==> src/rtl/div_operand_normalizer.sv <==
// Operand normalization ahead of the iterative integer divider.
// Stage 1 registers the operand pair together with the one-hot MSB of each operand.
// Stage 2 turns those into a divisor shift amount, a left-justified divisor,
// the iteration count and a divide-by-zero flag.
// The two stages form a valid/ready pipeline with throughput 1/cycle.

// Fixed-priority arbiter: the lowest-index request wins.
// Feeding it a bit-reversed operand makes the grant mark the operand MSB.
module div_lead_arb #(
   parameter int N = 32
) (
   input  logic [N-1:0] req,
   output logic [N-1:0] gnt
);

   // Isolate the lowest set request bit (req & -req).
   always_comb begin
      gnt = req & (~req + {{(N-1){1'b0}}, 1'b1});
   end

endmodule

module div_operand_normalizer #(
   parameter int N = 32
) (
   input  logic                  clk,
   input  logic                  rst,
   input  logic                  in_valid,
   output logic                  in_ready,
   input  logic [N-1:0]          dividend,
   input  logic [N-1:0]          divisor,
   output logic                  out_valid,
   input  logic                  out_ready,
   output logic [N-1:0]          out_dividend,
   output logic [N-1:0]          out_norm_dsr,
   output logic [$clog2(N)-1:0]  out_shift,
   output logic [$clog2(N):0]    out_iters,
   output logic                  out_dbz
);

   localparam int SW = $clog2(N);
   localparam int CW = $clog2(N) + 1;
   localparam logic [SW-1:0] MAX_IDX = SW'(N - 1);

   logic          s1_valid_r;
   logic [N-1:0]  s1_dividend_r;
   logic [N-1:0]  s1_divisor_r;
   logic [N-1:0]  s1_oh_a_r;
   logic [N-1:0]  s1_oh_b_r;
   logic          s1_zero_a_r;
   logic          s1_zero_b_r;

   logic [N-1:0]  rev_a_s;
   logic [N-1:0]  rev_b_s;
   logic [N-1:0]  gnt_a_s;
   logic [N-1:0]  gnt_b_s;
   logic [N-1:0]  oh_a_s;
   logic [N-1:0]  oh_b_s;

   logic          s1_en_s;
   logic          s2_en_s;
   logic [SW-1:0] msb_a_s;
   logic [SW-1:0] msb_b_s;
   logic [SW-1:0] shift_s;
   logic [N-1:0]  norm_s;
   logic [CW-1:0] iters_s;

   // Bit-reverse both operands so the arbiter's lowest-index priority picks the MSB.
   always_comb begin
      rev_a_s = {N{1'b0}};
      rev_b_s = {N{1'b0}};
      for (int i = 0; i < N; i++) begin
         rev_a_s[i] = dividend[N-1-i];
         rev_b_s[i] = divisor[N-1-i];
      end
   end

   div_lead_arb #(.N(N)) u_arb_a (.req(rev_a_s), .gnt(gnt_a_s));
   div_lead_arb #(.N(N)) u_arb_b (.req(rev_b_s), .gnt(gnt_b_s));

   // Undo the reversal so the one-hot bit sits at the operand's MSB position.
   always_comb begin
      oh_a_s = {N{1'b0}};
      oh_b_s = {N{1'b0}};
      for (int i = 0; i < N; i++) begin
         oh_a_s[i] = gnt_a_s[N-1-i];
         oh_b_s[i] = gnt_b_s[N-1-i];
      end
   end

   // Pipeline advance: a stage moves when it is empty or its consumer moves.
   always_comb begin
      s2_en_s  = ~out_valid | out_ready;
      s1_en_s  = ~s1_valid_r | s2_en_s;
      in_ready = s1_en_s;
   end

   // Stage 1 register: operands, MSB one-hots and zero flags.
   always_ff @(posedge clk) begin
      if (rst) begin
         s1_valid_r    <= 1'b0;
         s1_dividend_r <= {N{1'b0}};
         s1_divisor_r  <= {N{1'b0}};
         s1_oh_a_r     <= {N{1'b0}};
         s1_oh_b_r     <= {N{1'b0}};
         s1_zero_a_r   <= 1'b0;
         s1_zero_b_r   <= 1'b0;
      end else if (s1_en_s) begin
         s1_valid_r <= in_valid;
         if (in_valid) begin
            s1_dividend_r <= dividend;
            s1_divisor_r  <= divisor;
            s1_oh_a_r     <= oh_a_s;
            s1_oh_b_r     <= oh_b_s;
            s1_zero_a_r   <= ~|dividend;
            s1_zero_b_r   <= ~|divisor;
         end
      end
   end

   // One-hot to index encode; a zero vector encodes to index 0.
   always_comb begin
      msb_a_s = {SW{1'b0}};
      msb_b_s = {SW{1'b0}};
      for (int i = 0; i < N; i++) begin
         msb_a_s = msb_a_s | (s1_oh_a_r[i] ? SW'(i) : {SW{1'b0}});
         msb_b_s = msb_b_s | (s1_oh_b_r[i] ? SW'(i) : {SW{1'b0}});
      end
   end

   // Normalization results; a zero divisor forces shift, divisor and count to zero.
   always_comb begin
      shift_s = {SW{1'b0}};
      norm_s  = {N{1'b0}};
      iters_s = {CW{1'b0}};
      if (s1_zero_b_r) begin
         shift_s = {SW{1'b0}};
         norm_s  = {N{1'b0}};
         iters_s = {CW{1'b0}};
      end else begin
         shift_s = MAX_IDX - msb_b_s;
         norm_s  = s1_divisor_r << shift_s;
         if (s1_zero_a_r || (msb_b_s > msb_a_s)) begin
            iters_s = {CW{1'b0}};
         end else begin
            iters_s = {1'b0, msb_a_s} - {1'b0, msb_b_s} + {{(CW-1){1'b0}}, 1'b1};
         end
      end
   end

   // Stage 2 register drives the outputs; held while the core stalls.
   always_ff @(posedge clk) begin
      if (rst) begin
         out_valid    <= 1'b0;
         out_dividend <= {N{1'b0}};
         out_norm_dsr <= {N{1'b0}};
         out_shift    <= {SW{1'b0}};
         out_iters    <= {CW{1'b0}};
         out_dbz      <= 1'b0;
      end else if (s2_en_s) begin
         out_valid <= s1_valid_r;
         if (s1_valid_r) begin
            out_dividend <= s1_dividend_r;
            out_norm_dsr <= norm_s;
            out_shift    <= shift_s;
            out_iters    <= iters_s;
            out_dbz      <= s1_zero_b_r;
         end
      end
   end

endmodule
==> config.mk <==
export PLATFORM = sky130hd
export DESIGN_NAME = div_operand_normalizer
export DESIGN_NICKNAME = d
export VERILOG_FILES = /design/src/rtl/div_operand_normalizer.sv
export SDC_FILE = /design/constraint.sdc
export NUM_CORES = 1
export LEC_CHECK = 0
export ABC_AREA = 1
export CAP_MARGIN = 20
export CORE_AREA = 2 2 189 191
export DETAILED_ROUTE_END_ITERATION = 8
export DIE_AREA = 0 0 191 193
export GPL_TIMING_DRIVEN = 0
export PLACE_DENSITY = 0.54
export SLEW_MARGIN = 0
export SYNTH_ARGS = -nofsm -noshare
export SYNTH_HDL_FRONTEND = slang
export SYNTH_SLANG_ARGS = --single-unit
export TNS_END_PERCENT = 50
==> constraint.sdc <==
create_clock -name clk -period 3.5 [get_ports clk]
set_input_delay 0.35 -clock clk [delete_from_list [all_inputs] [get_ports clk]]
set_output_delay 0.35 -clock clk [all_outputs]
set_load 0.01 [all_outputs]
==> reports/metrics.cfg, run 1 <==
[clock_tree]
cts_max_level = 1
clock_sink_count = 204
hold_buffers = 0
root_buffer = clkbuf_16
clock_latency_ns = 0.55
clock_path_buffers = 3
cts_buffers = 25
cts.clk_slew.worst_paths_ns = 0.06
cts_tree = yes

[route]
via_count = 10900
drt_iter0_drc = 758
drc = 0
vias_per_cell = 5.028
dr.pass1.iters = 5
finalWirelength_mm = 38.64
wire_per_inst_um = 17.83
ant_nets = 0

[critical_path]
path_max_fanout = 11
cp_slowest_stage_delay_ns = 0.53
slowest_stage = nor3_4
startpoint_type = flip-flop
reg2reg_to = out_iters[5]$_SDFFE_PP0P_
critPathKind = flip-flop to flip-flop
crit_chain = or2_1, nor2_2, nand3_2, nor3_4, inv_4, buf_6, ha_1, fa_1, nand3_1, nand2_1, xor2_1, nand3b_1, a21oi_1
rr_worst_depth = 13
reg2reg_from = s1_oh_b_r[12]$_SDFFE_PP0P_
rrSetupSlack_ns = 0.33
worstSetupEndpointType = flip-flop
critPathArrivalTime_ns = 3.63
crit_required_ns = 3.96

[finish]
nFillCells = 3766
final_common_cell = nand2_1
layout.nets = 1771
n_antenna_cell = 0
syn_to_final_growth_pct = 27.72
layout_common_cells = nand2_1 (374), nand3_1 (209), dfxtp_1 (204)
final_cell_area_um2 = 13120
drive_gt1_share_pct = 6.800

[placement]
dpl.hpwl_mm = 30.67
placed_cell_area_um2 = 12290
gp_congestion = 0.9287
port_buffers = 144

[logic_synthesis]
ys_seq_area_share_pct = 39.76
ys.warnings.count = 0
synth-edff-count = 0
synth_nets = 1596
synth_ff_type = dfxtp_1
ys_async_sr_fraction_pct = 0
synth_seq_cells = 204
syn-instance-count = 1513
synth.distinct_cells = 44
syn_area_per_cell_um2 = 6.789
synth_area_um2 = 10270

[timing]
finClkSkew_ns = 0.02901
post-route-period-util_pct = 90.55
drv_slew = 0
relSlewSlack_pct = 35.39
setup_viol = 0
post-route-min-period_ns = 3.169
setup_tns_ns = 0
tightest_slew_ns = 0.9692
finalHoldViolCount = 0
rsz0062_at_grt = false
max_freq_mhz = 315.5

[global_routing]
gr-total-overflow = 0
grt_pass1_wl_mm = 59.29
grt_start_max_net_pins = 14
antenna_found_initial = 0
grt_pass1_vias = 10490
grt_use_total_pct = 20.74

[floorplanning]
io-pin-count = 146
core_um2 = 34960
die_area_um2 = 36860
num_rows = 69
initial_core_util_pct = 29.38
die_h_um = 193
fp.dieW_um = 191

[worst_hold_path]
hold_class = input port to flip-flop
holdPathStages = 3
hp-start = divisor[8]
hold_end = s1_divisor_r[8]$_SDFFE_PP0P_

[power]
netSwitchingPower_uw = 1887
ir_worst_vdd_uv = 438.3
p_sw_share_pct = 30.31
combPwrFrac_pct = 20.2
power.density_nw_per_um2 = 474.4
p_int_uw = 4338
power_frac_seq_pct = 39.9
p_clk_share_pct = 39.9
p_leak_uw = 0.005194

[status]
status = completed

[run]
drv_cap = 0

[area by class of cell]
cell class              instances  area, um2  share of cell area (%)
repair buffers                148       1471                   11.21
clock inverters                 9      67.56                  0.5150
clock buffers                  36      726.9                   5.541
plain buffers                  90      412.9                   3.147
well taps                     461      576.8                   4.396
multi-input cells            1126       5429                   41.38
inverters                      93      351.6                   2.680
flip-flops and latches        204       4084                   31.13
[cell families after synthesis]
| family | Yosys count | share of synthesized area, % |
|---|---|---|
| adders and majority gates | 15 | 1.973 |
| DFF | 204 | 39.76 |
| xor gates and xnor gates | 3 | 0.2558 |
| AOI/OAI and AO/OA | 209 | 10.95 |
| and+or+nand+nor | 899 | 39.62 |
| buffers and inverters | 183 | 7.442 |
[worst max path at each step]
| stage | startpoint | endpoint | slack, ns | depth (start not counted) |
|---|---|---|---|---|
| 3_5_place_dp | s1_oh_b_r[28]$_SDFFE_PP0P_ | out_iters[4]$_SDFFE_PP0P_ | 0.14 | 12 |
| 6_report | s1_oh_b_r[12]$_SDFFE_PP0P_ | out_iters[5]$_SDFFE_PP0P_ | 0.33 | 13 |
| 5_1_grt | s1_oh_b_r[14]$_SDFFE_PP0P_ | out_iters[5]$_SDFFE_PP0P_ | 0.18 | 13 |
| 3_3_place_gp | s1_oh_b_r[28]$_SDFFE_PP0P_ | out_iters[4]$_SDFFE_PP0P_ | 0.14 | 12 |
| 2_1_floorplan | s1_oh_b_r[12]$_SDFFE_PP0P_ | out_iters[5]$_SDFFE_PP0P_ | 0.83 | 13 |
| 4_1_cts | s1_oh_b_r[29]$_SDFFE_PP0P_ | out_iters[4]$_SDFFE_PP0P_ | 0.09 | 12 |
[through the flow]
stage,util [%],setup WS (ns),power (uW),hold slack [ns],instances
detailed placement,35.15,0.1390,3769,0.4534,2118
global route,37.52,0.1782,6498,0.4589,2167
floorplan,-,0.8307,3258,0.4405,1513
global placement,35.15,0.1379,3770,0.4488,2118
CTS,37.42,0.08831,6250,0.4221,2163
finish,37.52,0.3308,6224,0.4411,2167
[power groups by stage]
stage / clock [uW] / sequential [uW] / combinational, uW
global placement: 0 / 2530 / 1240
finish: 2480 / 2480 / 1260
global route: 2620 / 2490 / 1380
floorplan: 0 / 2540 / 717
CTS: 2530 / 2480 / 1240
detailed placement: 0 / 2530 / 1240
[critical path, delay by kind of cell, from the launching register on]
| family | cells | cell delay (ns) |
|---|---|---|
| AND/OR/NAND/NOR | 7 | 1.30 |
| buffers and inverters | 2 | 0.37 |
| flip-flops | 1 | 0.31 |
| XOR/XNOR | 1 | 0.14 |
| adder cells (fa/ha/maj) | 2 | 0.83 |
| AO/OA/AOI/OAI | 1 | 0.13 |
[per-layer routing]
| layer | vias to the layer above | share of wire (%) | global-route usage [%] |
|---|---|---|---|
| li1 | 5423 | - | - |
| met1 | 5087 | 47 | 27.82 |
| met2 | 320 | 45 | 34.53 |
| met3 | 65 | 5.1 | 2.643 |
| met4 | 0 | 3.2 | 6.768 |
| met5 | - | 0 | 0 |
[flip-flops by register name (all words and copies together), names as in the netlist]
name / flops
out_iters: 6
out_shift: 5
out_norm_dsr: 32
s1_valid_r: 1
s1_zero_a_r: 1
s1_oh_a_r: 30
out_valid: 1
s1_zero_b_r: 1
s1_dividend_r: 32
out_dividend: 32
out_dbz: 1
s1_oh_b_r: 30
s1_divisor_r: 32
[Yosys cell counts, types with 8 or more instances]
| cell | instances | area share, % |
|---|---|---|
| nand2_1 | 374 | 14 |
| nand3_1 | 210 | 10 |
| dfxtp_1 | 204 | 40 |
| nor2_1 | 175 | 6.4 |
| a21oi_1 | 144 | 7.0 |
| inv_1 | 86 | 3.1 |
| clkbuf_1 | 59 | 2.2 |
| nand4_1 | 50 | 3.0 |
| o21ai_0 | 41 | 2.0 |
| nor4_1 | 27 | 1.6 |
| buf_2 | 15 | 0.73 |
| nand3_2 | 14 | 1.4 |
| nor3_1 | 14 | 0.68 |
| ha_1 | 13 | 1.6 |
| a21oi_2 | 8 | 0.68 |
| nor2_2 | 8 | 0.49 |
[what timing repair did]
item,4_1_cts,5_1_grt
resized for setup,0,1
endpoints found under the setup margin,0,3
buffers inserted,0,4
(Power assumes the default switching activity.)
==> run 2, diff against run 1 <==
SETUP_SLACK_MARGIN = 0.2   (was default)
==> reports/metrics.cfg, run 2 (synthesized netlist as in run 1, its figures left out) <==
[status]
status = completed

[timing]
setup_viol = 0  ; unchanged
rsz0062_at_grt = false
post-route-min-period_ns = 3.115  ; -0.05425 ns
relSlewSlack_pct = 35.18  ; -0.21 points
drv_slew = 0  ; unchanged
post-route-period-util_pct = 89.00  ; -1.6 points
setup_tns_ns = 0  ; unchanged
tightest_slew_ns = 0.9723  ; +0.003095 ns
max_freq_mhz = 321.0  ; +1.7%
finalHoldViolCount = 0  ; unchanged
finClkSkew_ns = 0.02900  ; -0.00001090 ns

[power]
p_leak_uw = 0.005213  ; +0.37%
power.density_nw_per_um2 = 473.6  ; -0.17%
total_power_uw = 6230  ; about the same
ir_worst_vdd_uv = 436.9  ; -0.33%

[placement]
port_buffers = 144  ; unchanged
gp_congestion = 0.9287  ; unchanged
dp_cells = 2118  ; unchanged
dpl.hpwl_mm = 30.67  ; unchanged

[critical_path]
worstSetupEndpointType = flip-flop
path_max_fanout = 10  ; -1
crit_required_ns = 3.94  ; -0.02 ns
startpoint_type = flip-flop
critPathKind = flip-flop to flip-flop
critPathArrivalTime_ns = 3.56  ; -0.07 ns

[finish]
seqCellArea_um2 = 4084  ; unchanged
fin_cells = 2170  ; +0.14%
n_antenna_cell = 0  ; unchanged
multi_input_area_um2 = 5429  ; unchanged
drive_gt1_share_pct = 6.963  ; +0.16 points
nFillCells = 3761  ; -0.13%
layout_common_cells = nand2_1 (374), nand3_1 (209), dfxtp_1 (204)
syn_to_final_growth_pct = 28.06
layout.nets = 1774  ; +0.17%
final_common_cell = nand2_1
post-route-util_pct = 37.62  ; +0.10 points

[clock_tree]
clock_latency_ns = 0.55  ; about the same
root_buffer = clkbuf_16
cts_tree = yes
clock_sink_count = 204  ; unchanged
cts_buffers = 25  ; unchanged
cts.clk_slew.worst_paths_ns = 0.06  ; about the same
hold_buffers = 0  ; unchanged
cts_max_level = 1  ; unchanged
clock_path_buffers = 3  ; unchanged

[floorplanning]
initial_core_util_pct = 29.38  ; unchanged
core_um2 = 34960  ; unchanged
num_rows = 69  ; unchanged
die_h_um = 193  ; unchanged
io-pin-count = 146  ; unchanged
die_area_um2 = 36860  ; unchanged
fp.dieW_um = 191  ; unchanged

[route]
ant_nets = 0  ; unchanged
wire_per_inst_um = 17.84  ; about the same
drt_iter0_drc = 787  ; +3.8%
dr.pass1.iters = 5  ; unchanged
vias_per_cell = 5.012  ; -0.30%
drc = 0  ; unchanged
finalWirelength_mm = 38.71  ; +0.18%
via_count = 10880  ; -0.17%

[global_routing]
grt_start_max_net_pins = 14  ; unchanged
gr-total-overflow = 0  ; unchanged
grt_use_total_pct = 20.75  ; about the same
grt_pass1_wl_mm = 59.32  ; about the same
antenna_found_initial = 0  ; unchanged
grt_pass1_vias = 10490  ; unchanged

[run]
drv_cap = 0  ; unchanged

[worst_hold_path]
hold_class = input port to flip-flop

## run 2: changes by cell type in the layout (fill, tap and decap cells not counted)
| cell | change |
|---|---|
| buf_4 | +2 |
| buf_12 | +1 |
## run 2: critical path, cell delays in order (launching register included)
cell and delay (ns):
dfxtp_1 0.31, nor2_1 0.22, nand2_1 0.11, nor4_1 0.38, nand3_2 0.12, buf_4 0.20
clkbuf_1 0.27, ha_1 0.41, ha_1 0.37, a21oi_1 0.16, nand2_1 0.08, xnor2_1 0.12
nand3b_1 0.15, a21oi_1 0.12
## run 2: per-stage QoR
step,area [um2],setup WS [ns],hold WS [ns]
CTS,13090,0.2293,0.4221
floorplan,10270,0.8307,0.4405
finish,13160,0.3850,0.4406
global placement,12290,0.1379,0.4488
detailed placement,12290,0.1390,0.4534
global route,13160,0.2081,0.4589
## run 2: area by class of cell
type / instances / area share, %
buffer: 90 / 3.139
clock buffer: 36 / 5.526
clock inverter: 9 / 0.5136
inverter: 93 / 2.673
multi-input combinational: 1126 / 41.27
sequential: 204 / 31.04
tap: 461 / 4.385
timing repair buffer: 151 / 11.45
## run 2: final timing paths
path                                      start                       endpoint  slack, ns  cells past startpoint
setup reg to reg     s1_oh_b_r[28]$_SDFFE_PP0P_      out_iters[4]$_SDFFE_PP0P_       0.39                     13
hold reg to reg   out_norm_dsr[15]$_SDFFE_PP0P_  out_norm_dsr[15]$_SDFFE_PP0P_       0.46                      2
setup / recovery     s1_oh_b_r[28]$_SDFFE_PP0P_      out_iters[4]$_SDFFE_PP0P_       0.39                     13
hold / removal                       divisor[8]   s1_divisor_r[8]$_SDFFE_PP0P_       0.44                      3
## run 2: what timing repair did
| item | 4_1_cts | 5_1_grt |
|---|---|---|
| buffers inserted | 0 | 7 |
| resized for setup | 1 | 0 |
| pin swaps | 0 | 2 |
| endpoints found under the setup margin | 2 | 6 |
## run 2: power breakdown
| part | total (uW) | leakage, uW | internal, uW | switching, uW |
|---|---|---|---|---|
| clock network | 2480 | 0.000399 | 1450 | 1030 |
| registers | 2480 | 0.00166 | 2420 | 60.2 |
| logic | 1270 | 0.00315 | 476 | 794 |
| total | 6230 | 0.00521 | 4350 | 1880 |
## run 2: routing by layer
layer	global-route usage, %	part of all wire, %
met5	0	0
met4	6.768	3.2
met3	2.643	5.4
met2	34.53	45
met1	27.84	46
